$ cat config.mk
export PLATFORM = sky130hd
export DESIGN_NAME = link_receiver_flat
export DESIGN_NICKNAME = d
export VERILOG_FILES = /design/src/rtl/link_pkg.sv /design/src/rtl/link_receiver_if.sv /design/src/rtl/link_rx_fifo.sv /design/src/rtl/link_receiver.sv /design/src/flat_wrapper.sv
export SDC_FILE = /design/constraint.sdc
export NUM_CORES = 1
export LEC_CHECK = 0
export BUFFER_PORTS_ARGS = -buffer_cell sky130_fd_sc_hd__buf_2
export CAP_MARGIN = 40
export CORE_MARGIN = 1.5
export CORE_UTILIZATION = 45
export DETAILED_ROUTE_END_ITERATION = 10
export PLACE_DENSITY = 0.7
export SLEW_MARGIN = 40
export SYNTH_ARGS = -nofsm -noshare
export SYNTH_HDL_FRONTEND = slang
export SYNTH_SLANG_ARGS = --single-unit
$ cat constraint.sdc
create_clock -name LINK_CLK -period 4.7 [get_ports LINK_CLK]
set_clock_uncertainty 0.2 [all_clocks]
set_input_delay 0.705 -clock LINK_CLK [delete_from_list [all_inputs] [get_ports LINK_CLK]]
set_output_delay 0.705 -clock LINK_CLK [all_outputs]
set_load 0.02 [all_outputs]
$ cat src/rtl/link_pkg.sv
// link_pkg: definitions shared by the link transmitter and receiver.
//   LINK_WORD_W  : bits per frame
//   LINK_MIN_GAP : smallest GAP value (cycles since the previous SYNC) at
//                  which a new SYNC is still a well-formed frame
//   link_word_t  : one frame, index 0 is the first bit on the wire
package link_pkg;
   localparam int LINK_WORD_W  = 16;
   localparam int LINK_MIN_GAP = 15;
   typedef logic [0:LINK_WORD_W-1] link_word_t;
endpackage

$ cat src/rtl/link_receiver_if.sv
// link_receiver_if: consumer-side valid/ready word handshake.
//   RX_DATA  : head-of-FIFO word (index 0 = first bit received)
//   RX_VALID : RX_DATA is meaningful
//   RX_READY : consumer takes RX_DATA this cycle
// master = receiver side, slave = consumer side.
interface link_receiver_if;
   import link_pkg::*;
   link_word_t RX_DATA;
   logic       RX_VALID;
   logic       RX_READY;

   modport master (output RX_DATA, output RX_VALID, input RX_READY);
   modport slave  (input RX_DATA, input RX_VALID, output RX_READY);
endinterface

$ cat src/rtl/link_rx_fifo.sv
// link_rx_fifo: show-ahead word FIFO for the link receiver.
//   LINK_CLK, RESETN : clock, async active-low reset (clears storage too)
//   push, wdata      : write request; taken when not full, or full with a pop
//   pop              : read request; ignored when empty
//   rdata            : entry at the read pointer (show-ahead)
//   full, empty      : occupancy status
//   level            : number of words held
module link_rx_fifo
   import link_pkg::*;
#(
   parameter int FIFO_DEPTH = 4,
   localparam int AW = $clog2(FIFO_DEPTH)
) (
   input  logic       LINK_CLK,
   input  logic       RESETN,
   input  logic       push,
   input  link_word_t wdata,
   input  logic       pop,
   output link_word_t rdata,
   output logic       full,
   output logic       empty,
   output logic [AW:0] level
);
   link_word_t  mem_q [FIFO_DEPTH];
   link_word_t  mem_d [FIFO_DEPTH];
   logic [AW:0] wr_ptr_q, wr_ptr_d;
   logic [AW:0] rd_ptr_q, rd_ptr_d;
   logic        do_push, do_pop;

   // Pointers carry one extra wrap bit so full and empty are distinguishable.
   assign empty = (wr_ptr_q == rd_ptr_q);
   assign full  = (wr_ptr_q[AW] != rd_ptr_q[AW]) &&
                  (wr_ptr_q[AW-1:0] == rd_ptr_q[AW-1:0]);
   assign level = wr_ptr_q - rd_ptr_q;
   assign rdata = mem_q[rd_ptr_q[AW-1:0]];

   assign do_pop  = pop && !empty;
   // A pop frees the slot this cycle, so a full FIFO can still take a push.
   assign do_push = push && (!full || do_pop);

   always_comb begin
      mem_d    = mem_q;
      wr_ptr_d = wr_ptr_q;
      rd_ptr_d = rd_ptr_q;
      if (do_push) begin
         mem_d[wr_ptr_q[AW-1:0]] = wdata;
         wr_ptr_d = wr_ptr_q + (AW+1)'(1);
      end
      if (do_pop)
         rd_ptr_d = rd_ptr_q + (AW+1)'(1);
   end

   always_ff @(posedge LINK_CLK or negedge RESETN) begin
      if (!RESETN) begin
         wr_ptr_q <= '0;
         rd_ptr_q <= '0;
         for (int i = 0; i < FIFO_DEPTH; i++)
            mem_q[i] <= '0;
      end else begin
         wr_ptr_q <= wr_ptr_d;
         rd_ptr_q <= rd_ptr_d;
         mem_q    <= mem_d;
      end
   end
endmodule

$ cat src/rtl/link_receiver.sv
// link_receiver: deserializer for the 16-bit framed serial link.
// Bits are shifted in every cycle; a SYNC pulse on the last bit of a frame
// captures the word into a show-ahead FIFO read over a valid/ready handshake.
//   LINK_CLK, RESETN : clock, async active-low reset
//   S_IN, SYNC       : serial data and end-of-frame pulse from the transmitter
//   rx               : RX_DATA / RX_VALID / RX_READY consumer handshake
//   FIFO_LEVEL       : words buffered
//   OVERFLOW         : sticky, a word was dropped on a full FIFO
//   FRAME_ERR        : sticky, SYNC came too soon after the previous one
//   CLR_ERR          : clears both sticky flags (a same-cycle set wins)
// Build option LINK_RX_FRAME_CHECK_EN: enables the SYNC spacing check;
// without it every SYNC pushes a word and FRAME_ERR is constant 0.
module link_receiver
   import link_pkg::*;
#(
   parameter int FIFO_DEPTH = 4
) (
   input  logic                          LINK_CLK,
   input  logic                          RESETN,
   input  logic                          S_IN,
   input  logic                          SYNC,
   link_receiver_if.master               rx,
   output logic [$clog2(FIFO_DEPTH):0]   FIFO_LEVEL,
   output logic                          OVERFLOW,
   output logic                          FRAME_ERR,
   input  logic                          CLR_ERR
);
   link_word_t shift_q, shift_d;
   logic       overflow_q, overflow_d;
   logic       accept;
   logic       pop;
   logic       fifo_full, fifo_empty;

   // The word captured on SYNC is the shift register's next value, so the
   // bit on the wire in the SYNC cycle lands in the last position.
   always_comb shift_d = {shift_q[1:LINK_WORD_W-1], S_IN};

`ifdef LINK_RX_FRAME_CHECK_EN
   logic [4:0] gap_q, gap_d;
   logic       frame_err_q, frame_err_d;

   always_comb begin
      gap_d = gap_q;
      if (SYNC)
         gap_d = '0;
      else if (gap_q != 5'd31)
         gap_d = gap_q + 5'd1;
   end

   assign accept = SYNC && (gap_q >= 5'(LINK_MIN_GAP));

   always_comb begin
      frame_err_d = frame_err_q;
      if (CLR_ERR)
         frame_err_d = 1'b0;
      if (SYNC && !accept)
         frame_err_d = 1'b1;
   end

   always_ff @(posedge LINK_CLK or negedge RESETN) begin
      if (!RESETN) begin
         gap_q       <= '0;
         frame_err_q <= 1'b0;
      end else begin
         gap_q       <= gap_d;
         frame_err_q <= frame_err_d;
      end
   end

   assign FRAME_ERR = frame_err_q;
`else
   assign accept    = SYNC;
   assign FRAME_ERR = 1'b0;
`endif

   assign pop      = rx.RX_VALID && rx.RX_READY;
   assign rx.RX_VALID = !fifo_empty;

   always_comb begin
      overflow_d = overflow_q;
      if (CLR_ERR)
         overflow_d = 1'b0;
      if (accept && fifo_full && !pop)
         overflow_d = 1'b1;
   end

   always_ff @(posedge LINK_CLK or negedge RESETN) begin
      if (!RESETN) begin
         shift_q    <= '0;
         overflow_q <= 1'b0;
      end else begin
         shift_q    <= shift_d;
         overflow_q <= overflow_d;
      end
   end

   assign OVERFLOW = overflow_q;

   link_rx_fifo #(.FIFO_DEPTH(FIFO_DEPTH)) u_fifo (
      .LINK_CLK (LINK_CLK),
      .RESETN   (RESETN),
      .push     (accept),
      .wdata    (shift_d),
      .pop      (pop),
      .rdata    (rx.RX_DATA),
      .full     (fifo_full),
      .empty    (fifo_empty),
      .level    (FIFO_LEVEL)
   );
endmodule

$ cat src/flat_wrapper.sv
// flat-port wrapper written by rule: the top's interface ports become plain ports
module link_receiver_flat import link_pkg::*;
#(
   parameter int FIFO_DEPTH = 4
)
  (LINK_CLK, RESETN, S_IN, SYNC, FIFO_LEVEL, OVERFLOW, FRAME_ERR, CLR_ERR, rx_RX_DATA, rx_RX_VALID, rx_RX_READY);
  link_receiver_if rx_i ();
  input  logic LINK_CLK;
  input  logic RESETN;
  input  logic S_IN;
  input  logic SYNC;
  output logic [$clog2(FIFO_DEPTH):0] FIFO_LEVEL;
  output logic OVERFLOW;
  output logic FRAME_ERR;
  input  logic CLR_ERR;
  output wire logic [$bits(rx_i.RX_DATA)-1:0] rx_RX_DATA;
  output wire logic [$bits(rx_i.RX_VALID)-1:0] rx_RX_VALID;
  input wire logic [$bits(rx_i.RX_READY)-1:0] rx_RX_READY;
  assign rx_RX_DATA = rx_i.RX_DATA;
  assign rx_RX_VALID = rx_i.RX_VALID;
  assign rx_i.RX_READY = rx_RX_READY;
  link_receiver #(.FIFO_DEPTH(FIFO_DEPTH)) u_core (.LINK_CLK(LINK_CLK), .RESETN(RESETN), .S_IN(S_IN), .SYNC(SYNC), .rx(rx_i), .FIFO_LEVEL(FIFO_LEVEL), .OVERFLOW(OVERFLOW), .FRAME_ERR(FRAME_ERR), .CLR_ERR(CLR_ERR));
endmodule
### Word-level counts from Yosys, hierarchy flattened

Cells that the tools add are included.

* logic and storage cells: 39
* input port bits: 6
* output and inout bits: 22
* flip-flop bits (word level): 86

* equality and inequality tests: 3
* add/subtract/negate cells: 3
* bitwise logic cells: 2
* magnitude comparators: 3
* multiplexer cells: 8
* reduce and logical (&&, ||, !) cells: 12

Operator list (count)
* bitwise mux 64 bit: 1
* two-way mux 16 bit: 3
* binary-select mux 16 bit (select 2 bit): 1
* demux 16 bit (select 2 bit): 1
* logical AND 1 bit: 7
* adder 3 x 1 -> 3 bit, second input constant: 2
* >= comparator 3 bit, second input constant: 2
* NOT 2 -> 3 bit: 2
* == test 3 bit: 1
* logical NOT 1 bit: 3
* less-than comparator 3 x 1 -> 1 bit, second input constant: 1
* subtractor 3 bit: 1
* == test 2 bit: 1
* two-way mux 1 bit: 2
* nonzero test 2 bit: 1
* logical OR 1 bit: 1
* inequality test 1 bit: 1

### Logic depth before layout (Yosys ltp)

* depth in word-level cells: 6
* gate-level depth with buffers: 9
* mapped depth without buffers: 5

### Cells and area by module

From an unflattened synthesis, not the netlist that was laid out.

* cells, all modules: 220
* area total of the unflattened synthesis: 3863.7 um2

Modules (own cells, without submodules)
* link_rx_fifo: sequential area each 1751.7 um2, times used 1, cells an instance 197, area each 3414.5 um2
* link_receiver: sequential area each 400.4 um2, times used 1, cells an instance 23, area each 449.2 um2

### Worst setup path before layout

No wires, ideal clock.

* path type: reg2reg
* start point: reg u_core.u_fifo.rd_ptr_q[1]
* end point: reg u_core.u_fifo.mem_q[53] (netlist name)
* slack: 1.933 ns
* cell stages (with the launch flop): 9
* period minus slack after synthesis: 2.767 ns
* setup time: 0.125 ns
* required time: 4.375 ns
* arrival time: 2.442 ns
* buffers on the path: 3
* path through: dfrtp_1 -> clkbuf_1 -> clkbuf_1 -> inv_1 -> ha_1 -> and3b_1 -> a21oi_2 -> buf_6 -> mux2_2

* cells in the longest elaborated chain, start to end: 6
* elaborated cells on any way between the ends: 9
* classes of those cells: eq/ne (2); reduce/logical (7)

RTL lines
* start, declared: RTL line link_rx_fifo.sv:27 `logic [AW:0] rd_ptr_q, rd_ptr_d;`
* start signal, assigned: RTL line link_rx_fifo.sv:61 `rd_ptr_q <= rd_ptr_d;`
* == test 3 bit: RTL line link_rx_fifo.sv:31 `assign empty = (wr_ptr_q == rd_ptr_q);`
* logical NOT 1 bit: RTL line link_rx_fifo.sv:37, link_receiver.sv:77
* logical AND 1 bit: RTL line link_receiver.sv:76 `assign pop = rx.RX_VALID && rx.RX_READY;`
* logical AND 1 bit: RTL line link_rx_fifo.sv:37 `assign do_pop = pop && !empty;`
* logical OR 1 bit (*): RTL line link_rx_fifo.sv:39 `assign do_push = push && (!full || do_pop);`
* logical AND 1 bit (*): RTL line link_rx_fifo.sv:39
* end signal, assigned: RTL line link_rx_fifo.sv:62 `mem_q <= mem_d;`
* end, declared: RTL line link_rx_fifo.sv:24 `link_word_t mem_q [FIFO_DEPTH];`

Mark *: on every way between the ends. The rest lies on a longest branch, timed or not.
A chain may end at the register's enable or synchronous reset.

### Worst setup path after layout

* start point: reg u_core.u_fifo.rd_ptr_q[0]
* end point: out rx_RX_DATA[5]

* cells in the longest elaborated chain, start to end: 4

RTL lines
* NOT 2 -> 3 bit (implied by the code): RTL line link_rx_fifo.sv:35 `assign rdata = mem_q[rd_ptr_q[AW-1:0]];`
* binary-select mux 16 bit (select 2 bit): RTL line link_rx_fifo.sv:35
* two-way mux 16 bit (implied by the code) (2 in series): RTL line link_rx_fifo.sv:35
* end, declared: RTL line flat_wrapper.sv:16 `output wire logic [$bits(rx_i.RX_DATA)-1:0] rx_RX_DATA;`

No other way between the ends. The select of a mux whose other input is x is not followed.

==> flow_summary.yaml <==
power:
  total_power_mw: 3.24
  p_per_area_nw_per_um2: 794
  leakage_nw: 1.79
  ir_worst_vdd_mv: 0.269
timing:
  timing.setup.tns_ns: 0
  worst_pin_slew_ns: 0.699
  setup_viol: 0
  fin_crit_ns: 2.74
  finalHoldViolations: 0
  final_max_slew_viol_count: 0
  slew-limit-headroom_pct: 53.2
  fin_crit_sh_pct: 58.3
  rsz0062_at_grt: "no"
  max_freq_mhz: 365
grt:
  globalRouteMet3Util_pct: 2.76
  grt_start_max_net_pins: 87
  gr-usage-all-layers_pct: 15.5
  grt_pass1_vias: 1951
  grt_overflow_total: 0
  busiest_layer: "met2"
  antenna_found_initial: 0
  grt_use_met1_pct: 20.3
  grt_use_met2_pct: 24.0
  grt_pass1_wl_um: 9920
cts:
  cts_setup_buffers: 0
  cts_buffers: 9
  cts_sinks: 86
  cts_max_path_buffers: 2
  cts_tree: "done"
  htree_num_levels: 3
  clk_pin_slew_ns: 0.09
  cts_resized: 0
  clock_tree.root_cell: "clkbuf_8"
  cts_hold_buffers: 0
  insertion_delay_ns: 0.34
floorplan:
  die_w_um: 93.5
  start_util_pct: 47.0
  io_pins: 28
  core_um2: 7850
  die-area_um2: 8750
  chipHeight_um: 93.5
  num_rows: 32
placed_design:
  portBuffers: 26
  place.gp.congestion: 0.748
  dpl.hpwl_um: 3600
  dp_cells: 340
critical_path:
  worstPathCellList: "buf_4 -> mux4_2 -> buf_2"
  critPathLaunchType: "flip-flop"
  cp-end-kind: "output pin"
  cp.arrival_ns: 1.84
  critPathTopFamily: "multiplexers"
  crit_type: "reg2out"
  startpoint: "u_core.u_fifo.rd_ptr_q[0]"
  reg2reg_to: "u_core.u_fifo.mem_q[45]"
  ff2ff_setup_slack_ns: 2.19
  ff2ff_path_depth: 5
  required_ns: 3.80
  worst-path-buf-inv: 2
  critical_path.max_stage_delay_ns: 0.58
  crit_slowest_cell: "mux4_2"
  r2r-start: "u_core.u_fifo.wr_ptr_q[0]"
  crit_fanout: 18
logic_synthesis:
  ys_seq_area_share_pct: 58.3
  ys_warn_count: 0
  ys_seq_elements: 86
  synth_compound_area_share_pct: 2.31
  synthSimpleGateAreaFrac_pct: 1.32
  synth_top_family_by_area: "multiplexers"
  synthAdderAreaFrac_pct: 2.92
  synth_area_um2: 3690
  synth_xor_area_share_pct: 1.39
  avgSynthCellArea_um2: 16.8
  ys_types: 24
  muxShareOfSynthArea_pct: 30.5
  netlist_instances: 220
  synth_nets: 234
final_layout:
  syn2layout_area_growth_pct: 10.8
  fin_nets: 263
  diodes: 0
  nFillCells: 679
  layout-drive-gt1-share_pct: 52.0
  final_cell_count_no_fill: 356
detailed_routing:
  drt_wl_total_um: 6000
  ant_nets: 0
  drtIter0Drc: 67
  vias_per_cell: 5.18
  vias: 1843
  drcViolationCount: 0
  dr.pass1.iters: 4
  wire_per_inst_um: 16.8
hold_path:
  hold_path.class: "in2async"
flow_run:
  maxCapViolations: 0
run_status:
  status: "completed"
[cells by family (layout without fill, tap and decap cells)]
group | after synthesis | in the layout
DFF | 86 | 86
muxes | 84 | 84
buffers and inverters | 17 | 51
and+or+nand+nor | 10 | 10
AOI/OAI and AO/OA | 9 | 9
adders and majority gates | 8 | 8
xor gates and xnor gates | 5 | 5
other | 1 | 1
[per-stage QoR]
step	hold WS, ns	util [%]	worst slack, ns	cell area (µm²)
after floorplan	0.198	-	1.93	3690
after global placement	0.228	49.4	2.13	3870
after detailed placement	0.230	49.5	2.17	3890
after CTS	0.235	52.0	1.90	4080
after global routing	0.240	52.1	1.84	4090
final	0.194	52.1	1.96	4090
[final cells by class]
type	instances	area, µm²	share of cell area (%)
Multi-Input combinational cell	117	1430	35.0
Timing Repair Buffer	28	154	3.77
Inverter	7	26.3	0.643
Clock buffer	9	124	3.03
Clock inverter	7	73.8	1.81
Sequential cell	86	2150	52.7
Tap cell	102	128	3.12
[synth_stat cells, drive strengths merged]
cell type,n,area share [%]
and3b,1,0.24
buf,8,2.2
conb,1,0.10
ha,7,2.4
xnor2,4,1.2
dfrtp,86,58
clkbuf,2,0.20
o21ai,5,0.68
a21o,1,0.24
nand3,2,0.27
a21oi,1,0.24
nand2,6,0.61
xor2,1,0.24
mux4,16,9.8
o211ai,2,1.2
nand3b,1,0.20
inv,7,0.71
mux2i,1,0.27
mux2,67,20
fa,1,0.54
[power breakdown]
group,leakage [nW],switching [mW],internal [mW]
registers,1.02,0.170,1.06
clock network,0.0996,0.267,0.247
logic,0.671,0.749,0.751
total,1.79,1.19,2.06
[flip-flops by register name (all words and copies together) (netlist names)]
signal and flops:
u_core.u_fifo.mem_q 64, u_core.u_fifo.rd_ptr_q 3, u_core.u_fifo.wr_ptr_q 3, u_core.shift_q 15
u_core.OVERFLOW 1
[layout by cell type (no fill, tap or decap)]
master	count
a21o_2	1
a21oi_4	1
and3b_1	1
buf_2	25
buf_4	2
bufinv_16	1
clkbuf_8	10
clkinv_2	2
clkinv_4	2
clkinvlp_4	1
conb_1	1
dfrtp_1	86
fa_1	1
ha_1	7
inv_1	7
inv_6	1
mux2_2	67
mux2i_1	1
mux4_2	16
nand2_1	6
nand3_1	2
nand3b_1	1
o211ai_4	2
o21ai_0	5
xnor2_1	3
xnor2_2	1
xor2_1	1
[metal layers]
layer	vias up	share of wire [%]
met4	0	2.8
met5	-	0
met3	11	2.3
met1	963	47
met2	21	48
li1	848	-
[worst max path at each step]
stage	endpoint	slack, ns	cells past startpoint
final	rx_RX_DATA[5]	1.96	3
after detailed placement	u_core.u_fifo.mem_q[45]	2.17	4
after CTS	rx_RX_DATA[5]	1.90	3
after floorplan	u_core.u_fifo.mem_q[53]	1.93	8
after global routing	rx_RX_DATA[5]	1.84	3
after global placement	u_core.u_fifo.mem_q[55]	2.13	5
Power figures use the tool's default switching activity.
